### src/rtl/mac_array_ctrl.sv
// Sequencer for a row x col systolic MAC array: kernel load, gap, execute, drain, done.
// Optional define MAC_ARRAY_CTRL_STALL_EN adds a stall input that pauses SRAM reads.
module mac_array_ctrl #(
  parameter int row = 8,
  parameter int col = 8,
  parameter int aw  = 11,
  parameter int lw  = 10
) (
  input  logic              clk,
  input  logic              reset,
  input  logic              start,
`ifdef MAC_ARRAY_CTRL_STALL_EN
  input  logic              stall,
`endif
  input  logic [aw-1:0]     w_base,
  input  logic [aw-1:0]     a_base,
  input  logic [lw-1:0]     exec_len,
  output logic              sram_cen,
  output logic [aw-1:0]     sram_addr,
  output logic [2*row-1:0]  inst_w,
  output logic              busy,
  output logic              done
);

  localparam logic [2:0] IDLE  = 3'd0;
  localparam logic [2:0] KLOAD = 3'd1;
  localparam logic [2:0] KGAP  = 3'd2;
  localparam logic [2:0] EXEC  = 3'd3;
  localparam logic [2:0] DRAIN = 3'd4;
  localparam logic [2:0] DONE  = 3'd5;

  // wide enough for exec_len as well as the row+col-1 drain count
  localparam int cw = lw + $clog2(row + col + 1);
  localparam logic [cw-1:0] ONE        = cw'(1);
  localparam logic [cw-1:0] KLOAD_LAST = cw'(col - 1);
  localparam logic [cw-1:0] KGAP_LAST  = cw'(row - 1);
  localparam logic [cw-1:0] DRAIN_LAST = cw'(row + col - 2);

  logic [2:0]    state;
  logic [cw-1:0] cnt;
  logic [aw-1:0] a_base_q;
  logic [lw-1:0] len_q;
  logic [1:0]    inst_q [row];
  logic          stall_i;
  logic          kload_rd;
  logic          exec_rd;
  logic [cw-1:0] exec_last;

`ifdef MAC_ARRAY_CTRL_STALL_EN
  assign stall_i = stall;
`else
  assign stall_i = 1'b0;
`endif

  assign kload_rd  = (state == KLOAD) && !stall_i;
  assign exec_rd   = (state == EXEC) && !stall_i;
  assign exec_last = cw'(len_q) - ONE;

  assign sram_cen = !(kload_rd || exec_rd);
  assign busy     = (state != IDLE);
  assign done     = (state == DONE);

  always_ff @(posedge clk) begin
    if (reset) begin
      state     <= IDLE;
      cnt       <= '0;
      sram_addr <= '0;
      a_base_q  <= '0;
      len_q     <= '0;
    end else begin
      case (state)
        IDLE: begin
          if (start) begin
            state     <= KLOAD;
            cnt       <= '0;
            sram_addr <= w_base;
            a_base_q  <= a_base;
            len_q     <= exec_len;
          end
        end
        KLOAD: begin
          if (!stall_i) begin
            if (cnt == KLOAD_LAST) begin
              state <= KGAP;
              cnt   <= '0;
            end else begin
              cnt       <= cnt + ONE;
              sram_addr <= sram_addr + aw'(1);
            end
          end
        end
        KGAP: begin
          if (cnt == KGAP_LAST) begin
            cnt <= '0;
            if (len_q == '0) begin
              state <= DRAIN;
            end else begin
              state     <= EXEC;
              sram_addr <= a_base_q;
            end
          end else begin
            cnt <= cnt + ONE;
          end
        end
        EXEC: begin
          if (!stall_i) begin
            if (cnt == exec_last) begin
              state <= DRAIN;
              cnt   <= '0;
            end else begin
              cnt       <= cnt + ONE;
              sram_addr <= sram_addr + aw'(1);
            end
          end
        end
        DRAIN: begin
          if (cnt == DRAIN_LAST) begin
            state <= DONE;
            cnt   <= '0;
          end else begin
            cnt <= cnt + ONE;
          end
        end
        DONE: begin
          state <= IDLE;
        end
        default: begin
          state <= IDLE;
          cnt   <= '0;
        end
      endcase
    end
  end

  // Row 0 sees the instruction one cycle after its read; each further row one cycle later.
  always_ff @(posedge clk) begin
    if (reset) begin
      for (int r = 0; r < row; r++) inst_q[r] <= 2'b00;
    end else begin
      inst_q[0] <= {exec_rd, kload_rd};
      for (int r = 1; r < row; r++) inst_q[r] <= inst_q[r-1];
    end
  end

  always_comb begin
    inst_w = '0;
    for (int r = 0; r < row; r++) inst_w[2*r +: 2] = inst_q[r];
  end

endmodule
### config.mk
export PLATFORM = sky130hd
export DESIGN_NAME = mac_array_ctrl
export DESIGN_NICKNAME = d
export VERILOG_FILES = /design/src/rtl/mac_array_ctrl.sv
export SDC_FILE = /design/constraint.sdc
export NUM_CORES = 1
export LEC_CHECK = 0
export BUFFER_PORTS_ARGS = -buffer_cell sky130_fd_sc_hd__buf_2
export CORE_UTILIZATION = 55
export DETAILED_ROUTE_END_ITERATION = 6
export MAX_ROUTING_LAYER = met4
export PLACE_DENSITY = 0.8
export SYNTH_ARGS = -nofsm -noshare
export SYNTH_HDL_FRONTEND = slang
export SYNTH_SLANG_ARGS = --single-unit
### constraint.sdc
create_clock -name clk -period 7.4 [get_ports clk]
set_input_delay 0.74 -clock clk [delete_from_list [all_inputs] [get_ports clk]]
set_output_delay 0.74 -clock clk [all_outputs]
set_load 0.01 [all_outputs]
Word-level counts from Yosys, hierarchy flattened
Memories as Yosys holds them, arrays and structs flattened.
Cells that the tools add are included.
Word-level totals
  register bits after elaboration: 50
  memory bits (writable): 16
  input bits: 35
  logic and storage cells: 74
  memories: 1
Cells by class
  add/subtract/negate cells: 3
  equal/unequal tests: 16
  mux-type cells: 29
  bitwise logic cells: 9
  reductions and logical operators: 11
Memory list
  inst_q: depth 8, bits a word 2, read ports 8, clocked after Yosys merged registers in 0, write ports 8, RTL line 43  | logic [1:0] inst_q [row];
Operator list (count)
  one-hot mux 15 bit (5 select lines): 1
  2-to-1 mux 15 bit: 4
  2-to-1 mux 11 bit: 5
  one-hot mux 11 bit (4 select lines): 1
  2-to-1 mux 3 bit: 6
  2-to-1 mux 2 bit: 8
  adder 15 x 1 -> 15 bit, second input constant: 1
  == test 15 bit: 1
  == test 15 x 3 -> 1 bit, second input constant: 1
  == test 15 x 4 -> 1 bit, second input constant: 1
  one-hot mux 3 bit (5 select lines): 1
  != test 2 bit, second input constant: 6
  adder 11 x 1 -> 11 bit, second input constant: 1
  subtractor 10 x 1 -> 11 bit, second input constant: 1
  logical NOT 10 bit: 1
  OR 1 bit: 8
  == test 3 x 2 -> 1 bit, second input constant: 2
  == test 3 bit, second input constant: 2
  AND reduction 6 bit: 1
  AND reduction 5 bit: 1
  != test 2 x 1 -> 1 bit, second input constant: 2
  AND reduction 2 bit: 2
  nonzero test 4 bit: 1
  == test 3 x 1 -> 1 bit, second input constant: 1
  7 further kinds: 9

Longest topological paths before layout
  depth after elaboration: 4
  mapped depth: 11

Worst setup path before layout
Ideal clock, no wire load.
  path kind: reg2reg
  start point: register len_q[2]
  end point: register sram_addr[10]
  setup time: 117 ps
  data arrival time: 2695 ps
  required time: 7283 ps
  path slack: 4588 ps
  stages on the path, launching flop included: 11
  path buffers: 3
  period minus slack after synthesis: 2812 ps
  path through: dfxtp_1 buf_6 or4_1 buf_2 or4_1 a21o_1 a221oi_2 and4_1 buf_6 nor2_1 a32o_1
Between the ends
  word-level cells in the longest chain between the ends: 4
  elaborated cells on any way between the ends: 6
RTL lines
  start, declared: RTL line 42  | logic [lw-1:0] len_q;
  start signal, assigned: RTL line 78  | len_q <= exec_len;
  subtractor 10 x 1 -> 11 bit: RTL line 57  | assign exec_last = cw'(len_q) - ONE;
  == test 15 bit: RTL line 107  | if (cnt == exec_last) begin
  != test 2 bit (no line)
  AND reduction 6 bit (no line) (*)
  end signal, assigned: RTL line 76  | sram_addr <= w_base;
  end signal, assigned: RTL line 99  | sram_addr <= a_base_q;
  end signal, assigned: RTL line 112  | sram_addr <= sram_addr + aw'(1);
  end, declared: RTL line 19  | output logic [aw-1:0] sram_addr,
Every way passes the cells marked *; elsewhere a longest branch is shown, timed or not.
A chain may end at the register's enable or synchronous reset.

Worst setup path in the final report
  start point: register len_q[0]
  end point: register sram_addr[10]
Same word-level chain as after synthesis.

==> run_results.csv <==
group,metric,value,unit
worst_setup_path,critPathSlowestCell,"and4_1",
logic_synthesis,synth_area,0.00369,mm2
sta,hold_ws,458,ps
clocking,post_cts.repair.setup_buffers,0,
grt,overflow,0,
worst_setup_path,end_kind,"flip-flop",
sta,maxSlewHeadroom,41.7,%
layout,drive_gt1_share,19.9,%
placed_design,port_buffers,64,
hold_path,hold_class,"flip-flop to flip-flop",
logic_synthesis,synth.distinct_cells,63,
die,pin_count,65,
sta,fin_crit_sh,48.1,%
power_and_ir_drop,vdd_drop_max,0.000147,V
clocking,cts.sinks,66,
layout,fillers,566,
die,die_h,83.9,um
sta,tns,0,ps
hold_path,holdPathEnd,"a_base_q[9]",
clocking,cts_tree,"yes",
route,num_vias,3561,
sta,slew_violations,0,
die,die_area,0.00704,mm2
placed_design,place_hpwl,6190,um
logic_synthesis,synth.most_common_cell,"dfxtp_1",
worst_setup_path,critPathLaunchType,"flip-flop",
worst_setup_path,r2r_cells,9,
logic_synthesis,synthArstFlopShare,0,%
die,core_area,0.00642,mm2
run_status,violations,"DRC",
power_and_ir_drop,powerDensity,233,mW/mm2
power_and_ir_drop,fin_total_pwr,0.975,mW
worst_setup_path,path_cells,"inv_1 > ha_1 > or3b_1 > nor4_1 > nand4_1 > a221oi_2 > and4_1 > nor2_1 > a32o_1",
logic_synthesis,yosysTopAreaCellShare,35.8,%
route,antenna_left,0,
route,wl,9000,um
sta,fin_skew,7.48,ps
worst_setup_path,reg2reg_from,"len_q[0]",
layout,multi_input_area,0.00215,mm2
logic_synthesis,synth_enable_flop_cells,0,
die,row_count,29,
grt,grt_first_pass_wirelength,15100,um
logic_synthesis,synthCells,468,
route,drt_iter0_drc,290,
logic_synthesis,synthesis.nets,507,
sta,final-hold-violation-count,0,
hold_path,holdCritStartpoint,"a_base_q[9]",
layout,finalNetCount,547,
grt,grt_usage,27.3,%
clocking,clk_path_buf_depth,2,
logic_synthesis,ys.flop_type,"dfxtp_1",
flow_run,drv_cap,0,
route,first_pass_iters,7,
layout,num_antenna_cells,0,
placed_design,globalplace.congestion,0.871,
layout,layout.area.seq,0.00132,mm2
logic_synthesis,synth_seq_area_share,35.8,%
clocking,clock-root-buffer,"clkbuf_8",
die,fp.dieW,83.9,um
sta,fmax,281,MHz
worst_setup_path,cpPeakStageDelay,770,ps
route,vias_per_cell,6.04,
layout,post-route-util,65.2,%
worst_setup_path,r2r_slack,3840,ps
clocking,clk_latency,350,ps
worst_setup_path,path_max_fanout,20,
logic_synthesis,synth_area_per_cell,7.88,um2
clocking,h-tree-depth,3,
route,wire_per_inst,15.3,um
run_status,status,"complete, but fails checks",
clocking,clkTransAtPathRegs,70,ps
grt,antenna_found_initial,0,
die,initial_core_util,57.4,%
sta,rsz0062_at_grt,"false",
grt,grt_max_degree,65,
logic_synthesis,yosys_warnings,0,
sta,period_needed,3560,ps
logic_synthesis,synth_seq_cells,66,
clocking,ctsHoldBuffers,0,
clocking,postCtsResizedCells,0,
worst_setup_path,cp.required,7640,ps
sta,worst_pin_slew,874,ps
sta,setup_viol,0,
clocking,cts_buffers,9,
power_and_ir_drop,p_leak,1.77,nW
layout,area_delta_synth_final,13.6,%
worst_setup_path,criticalPathCategory,"flip-flop to flip-flop",
logic_synthesis,synth_top_area_cell,"dfxtp_1",
worst_setup_path,rr_endpoint,"sram_addr[10]",
worst_setup_path,arrival,3790,ps
route,post-route-drc-count,8,
logic_synthesis,synth_common_cells,"dfxtp_1, nand2_1, a21oi_1, nor2_1, clkbuf_1",
grt,first_global_vias,3235,
logic_synthesis,synthTopCellsByArea,"dfxtp_1, nand2_1, a21oi_1",
hold_path,hold_depth,2,
==> worst max-delay path, delay by kind of cell, from the launching register on <==
kind	cells	cell delay, ps
and+or+nand+nor	5	2110
AOI/OAI and AO/OA	2	650
DFF	1	350
adders and majority gates	1	220
buffers and inverters	1	100
==> layout by cell type, fill, tap and decap left out, types with 6 or more instances in the layout <==
master,synthesis,final
a21oi_1,37,37
a21oi_2,6,6
a22o_1,9,9
and3_1,9,9
buf_2,2,64
clkbuf_8,0,10
dfxtp_1,66,66
inv_1,11,11
nand2_1,63,63
nand3_1,16,16
nor2_1,37,37
nor2b_1,23,23
nor3_1,14,14
nor4_1,6,6
o21ai_0,11,11
o21ai_2,6,6
o22ai_1,7,7
o311ai_0,6,6
or3_1,15,15
xor2_1,14,14
==> state kept, by name (all words and copies together), names as in the netlist <==
signal	flops
sram_addr	11
state	3
cnt	15
len_q	10
a_base_q	11
inst_q	16
==> layout make-up <==
cell class / count / share of cell area [%]
clock buffers: 10 / 3.28
repair buffers: 65 / 7.82
flip-flops and latches: 66 / 31.5
clock inverters: 6 / 2.69
multi-input cells: 354 / 51.3
inverters: 12 / 1.07
well taps: 77 / 2.30
==> how the worst max path moves through the flow <==
| stage | start | depth (start not counted) | slack, ps | to |
|---|---|---|---|---|
| 6_report | len_q[0] | 9 | 3840 | sram_addr[10] |
| 5_1_grt | len_q[0] | 9 | 3560 | sram_addr[10] |
| 4_1_cts | len_q[0] | 9 | 3900 | sram_addr[10] |
| 3_5_place_dp | len_q[0] | 9 | 3950 | sram_addr[10] |
| 3_3_place_gp | len_q[0] | 7 | 4030 | sram_addr[10] |
| 2_1_floorplan | len_q[2] | 10 | 4590 | sram_addr[10] |
==> routing by layer <==
layer | GRT usage, % | routed length, um
met4 | 10.3 | 155
met3 | 5.54 | 651
met5 | - | 0
met1 | 35.4 | 4080
met2 | 41.8 | 4110
==> per-stage QoR <==
| step | instance area, um2 | instances | worst slack [ps] |
|---|---|---|---|
| finish | 4190 | 590 | 3840 |
| global placement | 3940 | 574 | 4030 |
| detailed placement | 3940 | 574 | 3950 |
| floorplan | 3690 | 468 | 4590 |
| global route | 4190 | 590 | 3560 |
| CTS | 4190 | 590 | 3900 |
==> report_power, final <==
part	switching, mW	total [mW]	leakage, nW	internal (mW)
clock	0.147	0.381	0.127	0.234
combinational	0.106	0.186	1.10	0.0800
sequential	0.0325	0.409	0.538	0.376
==> cell families (layout without fill, tap and decap cells) <==
group                      after synthesis  count (layout)  synth area share (%)
AOI/OAI and AO/OA                      120             120                  23.5
buffers and inverters                   48              93                  5.90
adders and majority gates                4               4                  1.36
and+or+nand+nor                        209             209                  28.3
xor gates and xnor gates                18              18                  4.27
DFF                                     66              66                  35.8
muxes                                    3               3                 0.814
No activity file was read; power rests on OpenSTA's default activity.
